File: src/rtl/axi_response_frame_builder.sv
// axi_response_frame_builder
// Captures the result of a finished AXI4-Lite transaction and serialises it
// as a UART response frame: SOF, STATUS, CMD, [ADDR x4, DATA x L], CRC-8.
// The CRC covers STATUS through the last DATA byte; SOF is excluded.
//
// state    | meaning
// ---------+-----------------------------------------------------------
// S_IDLE   | waiting for build_response; busy=0, tx_valid=0
// S_SOF    | presenting start-of-frame byte
// S_STATUS | presenting latched status code
// S_CMD    | presenting latched command echo
// S_ADDR   | presenting latched address, LSB first (4 bytes)
// S_DATA   | presenting latched read bytes 0..L-1
// S_CRC    | presenting final CRC-8 over STATUS..last DATA byte
module axi_response_frame_builder #(
  parameter logic [7:0] SOF_RESP       = 8'h2D,
  parameter logic [7:0] CRC_POLY       = 8'h07,
  parameter int         MAX_DATA_BYTES = 64
) (
  input  logic        clk,
  input  logic        rst,
  input  logic        build_response,
  input  logic [7:0]  status_code,
  input  logic [7:0]  cmd_echo,
  input  logic [31:0] addr_echo,
  input  logic [7:0]  response_data [0:MAX_DATA_BYTES-1],
  output logic [7:0]  tx_data,
  output logic        tx_valid,
  input  logic        tx_ready,
  output logic        busy,
  output logic        frame_done
);

  localparam int IDX_W = $clog2(MAX_DATA_BYTES);

  typedef enum logic [2:0] {
    S_IDLE,
    S_SOF,
    S_STATUS,
    S_CMD,
    S_ADDR,
    S_DATA,
    S_CRC
  } state_t;

  state_t          state;
  logic [7:0]      status_r;
  logic [7:0]      cmd_r;
  logic [31:0]     addr_r;
  logic [7:0]      data_r [0:MAX_DATA_BYTES-1];
  logic [6:0]      len_r;
  logic [6:0]      data_idx;
  logic [1:0]      addr_idx;
  logic [7:0]      crc;
  logic [7:0]      crc_next;
  logic [6:0]      len_base;
  logic [6:0]      len_calc;
  logic [IDX_W-1:0] data_sel;
  logic            hs;
  logic            accept;

  // One MSB-first CRC-8 step over a full byte, no reflection.
  function automatic logic [7:0] crc8_byte(input logic [7:0] crc_in,
                                           input logic [7:0] din);
    logic [7:0] c;
    c = crc_in ^ din;
    for (int i = 0; i < 8; i++) begin
      if (c[7]) c = (c << 1) ^ CRC_POLY;
      else      c = c << 1;
    end
    return c;
  endfunction

  assign hs       = tx_valid & tx_ready;
  assign accept   = (state == S_IDLE) & build_response;
  assign data_sel = data_idx[IDX_W-1:0] + IDX_W'(1);

  // Payload length and running CRC including the byte currently on the bus.
  always_comb begin
    len_base = {3'b000, cmd_echo[3:0]} + 7'd1;
    len_calc = 7'd0;
    if (cmd_echo[7] && (status_code == 8'h00) && (cmd_echo[5:4] != 2'b11))
      len_calc = len_base << cmd_echo[5:4];
    crc_next = crc8_byte(crc, tx_data);
  end

  // Read-data buffer snapshot, taken only when a request is accepted.
  always_ff @(posedge clk) begin
    if (accept) begin
      for (int i = 0; i < MAX_DATA_BYTES; i++)
        data_r[i] <= response_data[i];
    end
  end

  // Frame sequencer: advances one byte per handshake, outputs registered.
  always_ff @(posedge clk) begin
    if (rst) begin
      state      <= S_IDLE;
      tx_valid   <= 1'b0;
      tx_data    <= 8'h00;
      busy       <= 1'b0;
      frame_done <= 1'b0;
      crc        <= 8'h00;
      data_idx   <= 7'd0;
      addr_idx   <= 2'd0;
      len_r      <= 7'd0;
      status_r   <= 8'h00;
      cmd_r      <= 8'h00;
      addr_r     <= 32'h0;
    end else begin
      frame_done <= 1'b0;
      case (state)
        S_IDLE: begin
          if (build_response) begin
            status_r <= status_code;
            cmd_r    <= cmd_echo;
            addr_r   <= addr_echo;
            len_r    <= len_calc;
            crc      <= 8'h00;
            data_idx <= 7'd0;
            addr_idx <= 2'd0;
            tx_data  <= SOF_RESP;
            tx_valid <= 1'b1;
            busy     <= 1'b1;
            state    <= S_SOF;
          end
        end
        S_SOF: begin
          if (hs) begin
            tx_data <= status_r;
            state   <= S_STATUS;
          end
        end
        S_STATUS: begin
          if (hs) begin
            crc     <= crc_next;
            tx_data <= cmd_r;
            state   <= S_CMD;
          end
        end
        S_CMD: begin
          if (hs) begin
            crc <= crc_next;
            if (len_r != 7'd0) begin
              // Address goes out LSB first; shift the copy down as we go.
              tx_data  <= addr_r[7:0];
              addr_r   <= {8'h00, addr_r[31:8]};
              addr_idx <= 2'd0;
              state    <= S_ADDR;
            end else begin
              tx_data <= crc_next;
              state   <= S_CRC;
            end
          end
        end
        S_ADDR: begin
          if (hs) begin
            crc <= crc_next;
            if (addr_idx == 2'd3) begin
              tx_data  <= data_r[0];
              data_idx <= 7'd0;
              state    <= S_DATA;
            end else begin
              tx_data  <= addr_r[7:0];
              addr_r   <= {8'h00, addr_r[31:8]};
              addr_idx <= addr_idx + 2'd1;
            end
          end
        end
        S_DATA: begin
          if (hs) begin
            crc <= crc_next;
            if (data_idx == len_r - 7'd1) begin
              tx_data <= crc_next;
              state   <= S_CRC;
            end else begin
              tx_data  <= data_r[data_sel];
              data_idx <= data_idx + 7'd1;
            end
          end
        end
        S_CRC: begin
          if (hs) begin
            tx_valid   <= 1'b0;
            tx_data    <= 8'h00;
            busy       <= 1'b0;
            frame_done <= 1'b1;
            state      <= S_IDLE;
          end
        end
        default: begin
          state    <= S_IDLE;
          tx_valid <= 1'b0;
          busy     <= 1'b0;
        end
      endcase
    end
  end

endmodule

File: config.mk
export PLATFORM = sky130hd
export DESIGN_NAME = axi_response_frame_builder
export DESIGN_NICKNAME = d
export VERILOG_FILES = /design/src/rtl/axi_response_frame_builder.sv
export SDC_FILE = /design/constraint.sdc
export NUM_CORES = 1
export LEC_CHECK = 0
export ABC_AREA = 1
export CAP_MARGIN = 25
export CORE_UTILIZATION = 28
export CTS_CLUSTER_DIAMETER = 50
export DETAILED_ROUTE_END_ITERATION = 16
export MAX_ROUTING_LAYER = met4
export PLACE_DENSITY = 0.48
export SYNTH_ARGS = -nofsm -noshare
export SYNTH_HDL_FRONTEND = slang
export SYNTH_SLANG_ARGS = --single-unit
export TNS_END_PERCENT = 30
File: constraint.sdc
create_clock -name clk -period 19.1 [get_ports clk]
set_input_delay 3.82 -clock clk [delete_from_list [all_inputs] [get_ports clk]]
set_output_delay 3.82 -clock clk [all_outputs]
set_load 0.01 [all_outputs]
-- Yosys cells after proc, flatten, opt, wreduce, memory -nomap -nowiden
Memories as Yosys holds them, arrays and structs flattened.
Cells that the tools add are included.
- input bits: 564
- latch bits: 0
- word-level logic and storage cells: 130
- output and inout port bits: 11
- register bits after elaboration: 85
- ROM bits: 0
- memories: 1
- memory bits (writable): 512
- multiply operators: 0
- reductions and logical operators: 19
- divide/modulo/power cells: 0
- equality and inequality tests: 22
- bitwise logic cells: 13
- add/subtract/negate cells: 5
- mux-type cells: 58
- shifts and indexed selects: 1
- magnitude comparators: 0
- memory list (name ; words ; bits a word ; read ports ; clocked after memory_dff ; write ports ; line ; RTL):
    data_r ; 64 ; 8 ; 2 ; 0 ; 64 ; 50 ; logic [7:0] data_r [0:MAX_DATA_BYTES-1];
- operators by type and width (kind ; count):
    2-to-1 mux 32 bit ; 5
    2-to-1 mux 8 bit ; 12
    case mux 32 bit (3 select lines) ; 1
    case mux 8 bit (7 select lines) ; 1
    2-to-1 mux 3 bit ; 17
    2-to-1 mux 7 bit ; 6
    inequality test 2 bit (second input constant) ; 13
    NOT 3 bit ; 8
    case mux 3 bit (7 select lines) ; 1
    case mux 7 bit (3 select lines) ; 1
    case mux 8 bit (2 select lines) ; 1
    nonzero test 7 bit ; 2
    2-to-1 mux 2 bit ; 6
    AND reduction 6 bit ; 2
    equality test 3 bit (second input constant) ; 3
    AND reduction 9 bit ; 1
    zero test 8 bit ; 1
    AND reduction 8 bit ; 1
    bitwise XOR 8 bit ; 1
    adder 7 x 1 -> 7 bit (second input constant) ; 1
    equality test 7 bit ; 1
    << shifter 5 x 2 -> 7 bit ; 1
    subtractor 7 x 1 -> 7 bit (second input constant) ; 1
    adder 6 x 1 -> 6 bit (second input constant) ; 1
    20 further kinds ; 30

-- Longest topological paths before layout
Gate-level depths: netlist of run 1.
- word-level depth: 20
- gate-level depth with buffers: 18
- gate-level depth less buffers: 17

-- Worst setup path after synthesis of run 1
OpenSTA, ideal clock, no wires.
- path kind: input to register
- from: input build_response
- to: register len_r[2]
- arrival time: 18.250 ns
- stages on the path: 7
- data required time: 19.030 ns
- path buffers: 1
- library setup time: 0.070 ns
- slack: 0.779 ns
- cells stage by stage: inv_1 -> nor2_2 -> inv_1 -> buf_2 -> nor2_2 -> o211ai_1 -> a21oi_1
- cells in the longest elaborated chain, start to end: 1
- RTL lines (item ; line ; RTL):
    start: declaration ; 22 ; input logic build_response,
    AND reduction 2 bit (no line) ; n/a ;
    end signal: assignment ; 118 ; len_r <= len_calc;
    end: declaration ; 51 ; logic [6:0] len_r;
No other way between the ends.
A chain may end at the register's enable or synchronous reset.

==> results of run 1 <==
-- kinds of logic (layout without fill, tap and decap cells) --
kind of cell               after synthesis  count (layout)  share of synthesized area
buffers and inverters                  260             883                     0.0435
xor gates and xnor gates                27              27                    0.00996
other                                    0              27                          0
and+or+nand+nor                       1214            1214                      0.208
muxes                                    2               2                   0.000793
DFF                                    597             597                      0.676
adders and majority gates                4               4                    0.00198
AOI/OAI and AO/OA                      252             252                     0.0596
-- cells in the final DEF, fill, tap and decap left out, drive strengths merged, types with 5 or more instances in the layout --
| cell type | n |
|---|---|
| nand2 | 699 |
| clkdlybuf4s50 | 573 |
| edfxtp | 512 |
| nand3 | 430 |
| inv | 133 |
| a21oi | 118 |
| clkbuf | 103 |
| dfxtp | 85 |
| o21ai | 68 |
| nor2 | 60 |
| a211oi | 38 |
| clkinv | 28 |
| diode | 27 |
| buf | 26 |
| xor2 | 14 |
| xnor2 | 13 |
| clkinvlp | 11 |
| nand3b | 9 |
| bufinv | 9 |
| a22oi | 7 |
| o22ai | 7 |
| nand4 | 6 |
| o211ai | 5 |
-- final cells by class --
cell class              instances  area (µm²)  share of cell area
flip-flops and latches        597       17100               0.486
multi-input cells            1499        7120               0.203
repair buffers                599        5970               0.170
clock buffers                 103        2320              0.0660
well taps                    1165        1460              0.0415
clock inverters                58         653              0.0186
inverters                     123         473              0.0135
diodes                         27        67.6             0.00192
-- metrics by stage --
stage | worst slack [ps] | area, µm² | util
6_report | 12340 | 35100 | 0.395
5_1_grt | 12170 | 35100 | 0.395
4_1_cts | 12340 | 35000 | 0.394
3_5_place_dp | 11660 | 32100 | 0.361
3_3_place_gp | 11740 | 32100 | 0.361
2_1_floorplan | 779 | 25300 | -
-- power by group through the flow --
stage | Sequential (µW) | Clock, µW | Combinational, µW
floorplan | 2010 | 0 | 681
global placement | 1890 | 0 | 1160
detailed placement | 1900 | 0 | 1170
CTS | 1870 | 1660 | 1180
global route | 1900 | 1710 | 1270
finish | 1870 | 1630 | 1150
-- per-layer routing --
layer  GRT usage  share of wire  vias to the layer above
met5           -              0                        -
li1            -              -                     9373
met2       0.326           0.50                      653
met4      0.0711          0.026                        0
met1       0.241           0.42                     9536
met3      0.0374          0.056                      128
-- registers in the layout, indices dropped and copies added, names as in the netlist --
name / count
data_r: 512
addr_r: 32
cmd_r: 8
crc: 8
status_r: 8
tx_data: 8
data_idx: 7
len_r: 7
state: 3
addr_idx: 2
busy: 1
frame_done: 1
-- cells in the mapped netlist (15+ instances only) --
library cell,number
a211oi_1,24
clkbuf_1,48
dfxtp_1,85
o21ai_0,56
buf_2,74
edfxtp_1,512
inv_2,15
nand3_1,426
inv_1,107
a21oi_1,117
nor2_1,51
nand2_1,694
-- worst max path at each step --
| stage | from | end | slack, ps | depth (start not counted) |
|---|---|---|---|---|
| after floorplan | build_response | len_r[2]$_SDFFE_PP0P_ | 780 | 7 |
| after global placement | build_response | data_r[45][5]$_DFFE_PP_ | 11740 | 6 |
| after detailed placement | build_response | data_r[45][5]$_DFFE_PP_ | 11660 | 6 |
| after CTS | build_response | data_r[45][5]$_DFFE_PP_ | 12340 | 6 |
| after global routing | build_response | data_r[51][2]$_DFFE_PP_ | 12170 | 6 |
| final | build_response | data_r[39][7]$_DFFE_PP_ | 12340 | 6 |
-- worst min-delay path: stages, from the launching register on --
cell     delay [ps]
dfxtp_1         290
inv_1            60
a21oi_1          50
==> results.toml, run 1 <==
[setup_path]
worst_path_largest_cell_delay_ps = 880
crit_arrival_ps = 7000
crit_buf_inv = 5
critPathTopFamily = "buffers and inverters"
crit_chain = "clkdlybuf4s50_1 -> inv_1 -> nor2_4 -> buf_4 -> buf_4 -> buf_4"
critPathLaunchType = "input port"
rr_worst_depth = 14
crit_fanout = 76
worst-setup-path-type = "in -> reg"
rr_endpoint = "tx_data[1]$_SDFFE_PP0P_"
crit_path_end_kind = "register"
r2r_slack_ps = 14720
critPathSlowestCell = "buf_4"
cp.required_ps = 19340
timing.rr.start = "data_idx[0]$_SDFFE_PP0P_"
crit_path_frequent_cell = "buf_4"

[synthesis]
synthArstFlopShare = 0
netlist_instances = 2356
synth_edf_count = 512
synth.top_cells.by_area = "edfxtp_1 61%, nand2_1 10%, nand3_1 8.4%"
synth_area_leader_cell = "edfxtp_1"
netlist_area_um2 = 25300
synth_top_area_frac = 0.609
synth-seq-cells = 597
yosys_warnings = 0
ys.flop_type = "edfxtp_1"
syn-num-nets = 2924
ys_seq_area_frac = 0.676
syn_area_per_cell_um2 = 10.7
ys_types = 49

[sta]
rsz0062_at_grt = "no"
whs_ps = 454
final-setup-viol-count = 0
maxSlewHeadroom = 0.295
tns_ps = 0
slew_violations = 0
tightest_slew_ps = 1060
max_freq_mhz = 148
min_period_ps = 6760
hold_violations = 0
final.period_utilization = 0.354
skew_ps = 25.1

[power]
switching_share = 0.324
power.leakage_uw = 0.0128
vdd_drop_max_mv = 0.0685
power_density_nw_per_um2 = 132
internal_power_uw = 3140
p_sw_uw = 1510
pwr-share-seq = 0.402
power_uw = 4650
clockPowerShare = 0.350
combPwrFrac = 0.247

[detailed_routing]
viasPerCell = 4.72
wirelength_mm = 89.7
drc_errors = 0
drt-initial-drc-count = 1429
wire_per_inst_um = 21.5
num_vias = 19700
dr.pass1.iters = 5
antenna_left = 0

[placed_design]
port_buffers = 574
gp_congestion = 0.870
dp.cells = 3981
dp_hpwl_mm = 62.4

[die]
die_w_um = 302
die_area_um2 = 91400
core_region_area_um2 = 88900
row_count = 109
fp.dieH_um = 302
start_util = 0.284
io_pins = 575

[clock_network]
cts_buffers = 87
hold_buffers = 0
htreeDepth = 3
path_clk_slew_ps = 60
cts_setup_buffers = 0
worstSkewPairLatency_ps = 640
cts-root-buf = "clkbuf_16"
cts_sinks = 597
cts-resized-gates = 0
clockBufferDepth = 3
tritoncts = "yes"

[final_layout]
fin_cells = 4171
nets = 3475
fill_cells = 8663
areaGrowthSynthToFinish_pct = 39.1
drive_gt1_frac = 0.0765

[worst_hold_path]
min_from = "addr_r[22]$_SDFFE_PP0P_"
min_path_cells = 2
hp-class = "reg -> reg"
hold-path-endpoint = "addr_r[22]$_SDFFE_PP0P_"

[run_status]
run_status = "completed"

[grt]
grt_max_degree = 171
grt-ovfl-total = 0
antenna_found_initial = 29
track_usage = 0.198
grt_pass1_vias = 19700
grt_pass1_wl_mm = 129

[job]
drv_cap = 0
Power figures use the tool's default switching activity.
==> inputs of run 2 (changes only) <==
==> constraint.sdc (replaced) <==
create_clock -name clk -period 5.9 [get_ports clk]
set_input_delay 1.18 -clock clk [delete_from_list [all_inputs] [get_ports clk]]
set_output_delay 1.18 -clock clk [all_outputs]
set_load 0.01 [all_outputs]
==> results.toml, run 2 (synthesis results as in run 1) <==
[detailed_routing]
drc_errors = 0
wire_per_inst_um = 22.5
viasPerCell = 4.76
num_vias = 19800
drt-initial-drc-count = 1466
antenna_left = 0
dr.pass1.iters = 5
wirelength_mm = 93.6

[die]
row_count = 109
fp.dieH_um = 302
core_region_area_um2 = 88900
start_util = 0.284
die_w_um = 302
die_area_um2 = 91400
io_pins = 575

[clock_network]
cts-root-buf = "clkbuf_16"
cts_buffers = 90
cts_setup_buffers = 0
clockBufferDepth = 3
cts-resized-gates = 0
worstSkewPairLatency_ps = 650
htreeDepth = 3
path_clk_slew_ps = 50
tritoncts = "yes"
cts_sinks = 597
hold_buffers = 0

[power]
clockPowerShare = 0.367
power_density_nw_per_um2 = 437
switching_share = 0.319
pwr-share-seq = 0.393
vdd_drop_max_mv = 0.292
power.leakage_uw = 0.0130
p_sw_uw = 4930
internal_power_uw = 10500
combPwrFrac = 0.240

[placed_design]
place_area_um2 = 32100
port_buffers = 574
preCtsSetupSlack_ps = 1550
gp_congestion = 0.884
dp.cells = 3980
dp_hpwl_mm = 66.6

[setup_path]
crit_arrival_ps = 4770
critPathLaunchType = "register"
crit_fanout = 59
critPathSlowestCell = "clkinv_2"
crit_path_end_kind = "register"
crit_chain = "ha_4 -> nand2_1 -> nand2_4 -> clkinv_2 -> buf_4 -> o21ai_0 -> nand2_1 -> nand3_1 -> nand3_1 -> nand2_1 -> nand2_1 -> nand2_1 -> a21oi_1"
worst_path_largest_cell_delay_ps = 940
cp.required_ps = 6400
crit_path_frequent_cell = "nand2_1"
worst-setup-path-type = "reg -> reg"

[sta]
hold_violations = 0
slew_violations = 0
rsz0062_at_grt = "no"
maxSlewHeadroom = 0.222
skew_ps = 21.3
tightest_slew_ps = 1170
tns_ps = 0
max_freq_mhz = 234
worst_slack_ps = 1630
min_period_ps = 4270
final-setup-viol-count = 0
whs_ps = 452
final.period_utilization = 0.724

[grt]
top_usage_layer = "met2"
grtUsageMet2 = 0.354
grt_pass1_vias = 20100
met3_usage = 0.0396
use_met1 = 0.248
grt_pass1_wl_mm = 133
track_usage = 0.206
antenna_found_initial = 16
grt-ovfl-total = 0
grt_max_degree = 188

[final_layout]
areaGrowthSynthToFinish_pct = 40.0
top_register = "data_r"
fin_cells = 4161
nets = 3475
mostFrequentLayoutCell = "nand2_1"
fin_area_um2 = 35400
drive_gt1_frac = 0.0792
top_regs = "data_r: 512 flops, addr_r: 32 flops"
largest_register_ffs = 512
final_cell_mix = "692 x nand2_1, 573 x clkdlybuf4s50_1, 512 x edfxtp_1, 426 x nand3_1, 117 x a21oi_1"

[run_status]
run_status = "completed"

[worst_hold_path]
hp-class = "reg -> reg"

[job]
drv_cap = 0
[run 2: critical path: cells and delay by family (launching register included)]
kind	cells	cell delay [ps]
flops	1	680
fa+ha+maj	1	230
buf+inv	2	1480
simple gates	8	1310
compound gates	2	260
[run 2: through the flow]
stage	utilization	total power, µW
2_1_floorplan	-	8480
3_3_place_gp	0.361	9850
3_5_place_dp	0.361	9920
4_1_cts	0.397	15600
5_1_grt	0.398	16200
6_report	0.398	15400
[run 2: path summary, 6_finish.rpt]
| path | start | to | slack (ps) | depth (start not counted) |
|---|---|---|---|---|
| setup / recovery | data_idx[0]$_SDFFE_PP0P_ | tx_data[2]$_SDFFE_PP0P_ | 1630 | 13 |
| hold / removal | addr_r[16]$_SDFFE_PP0P_ | addr_r[16]$_SDFFE_PP0P_ | 450 | 2 |
| setup reg to reg | data_idx[0]$_SDFFE_PP0P_ | tx_data[2]$_SDFFE_PP0P_ | 1630 | 13 |
| hold reg to reg | addr_r[16]$_SDFFE_PP0P_ | addr_r[16]$_SDFFE_PP0P_ | 450 | 2 |
[run 2: power groups by stage]
stage	Clock, µW	Combinational (µW)	Sequential [µW]
CTS	5770	3790	6070
global route	5930	4090	6150
floorplan	0	2210	6270
finish	5660	3710	6060
global placement	0	3720	6140
detailed placement	0	3770	6140
[run 2: per-layer routing]
metal / vias to the layer above / routed length [µm]
li1: 9372 / -
met1: 9660 / 38500
met2: 651 / 47600
met3: 118 / 5460
met4: 0 / 1980
met5: - / 0
[run 2: layout make-up]
| cell class | count | area (µm²) |
|---|---|---|
| fillers | 8628 | 53600 |
| flip-flops and latches | 597 | 17100 |
| multi-input cells | 1499 | 7120 |
| repair buffers | 596 | 5960 |
| clock buffers | 105 | 2360 |
| well taps | 1165 | 1460 |
| clock inverters | 59 | 851 |
| inverters | 123 | 485 |
| diodes | 17 | 42.5 |
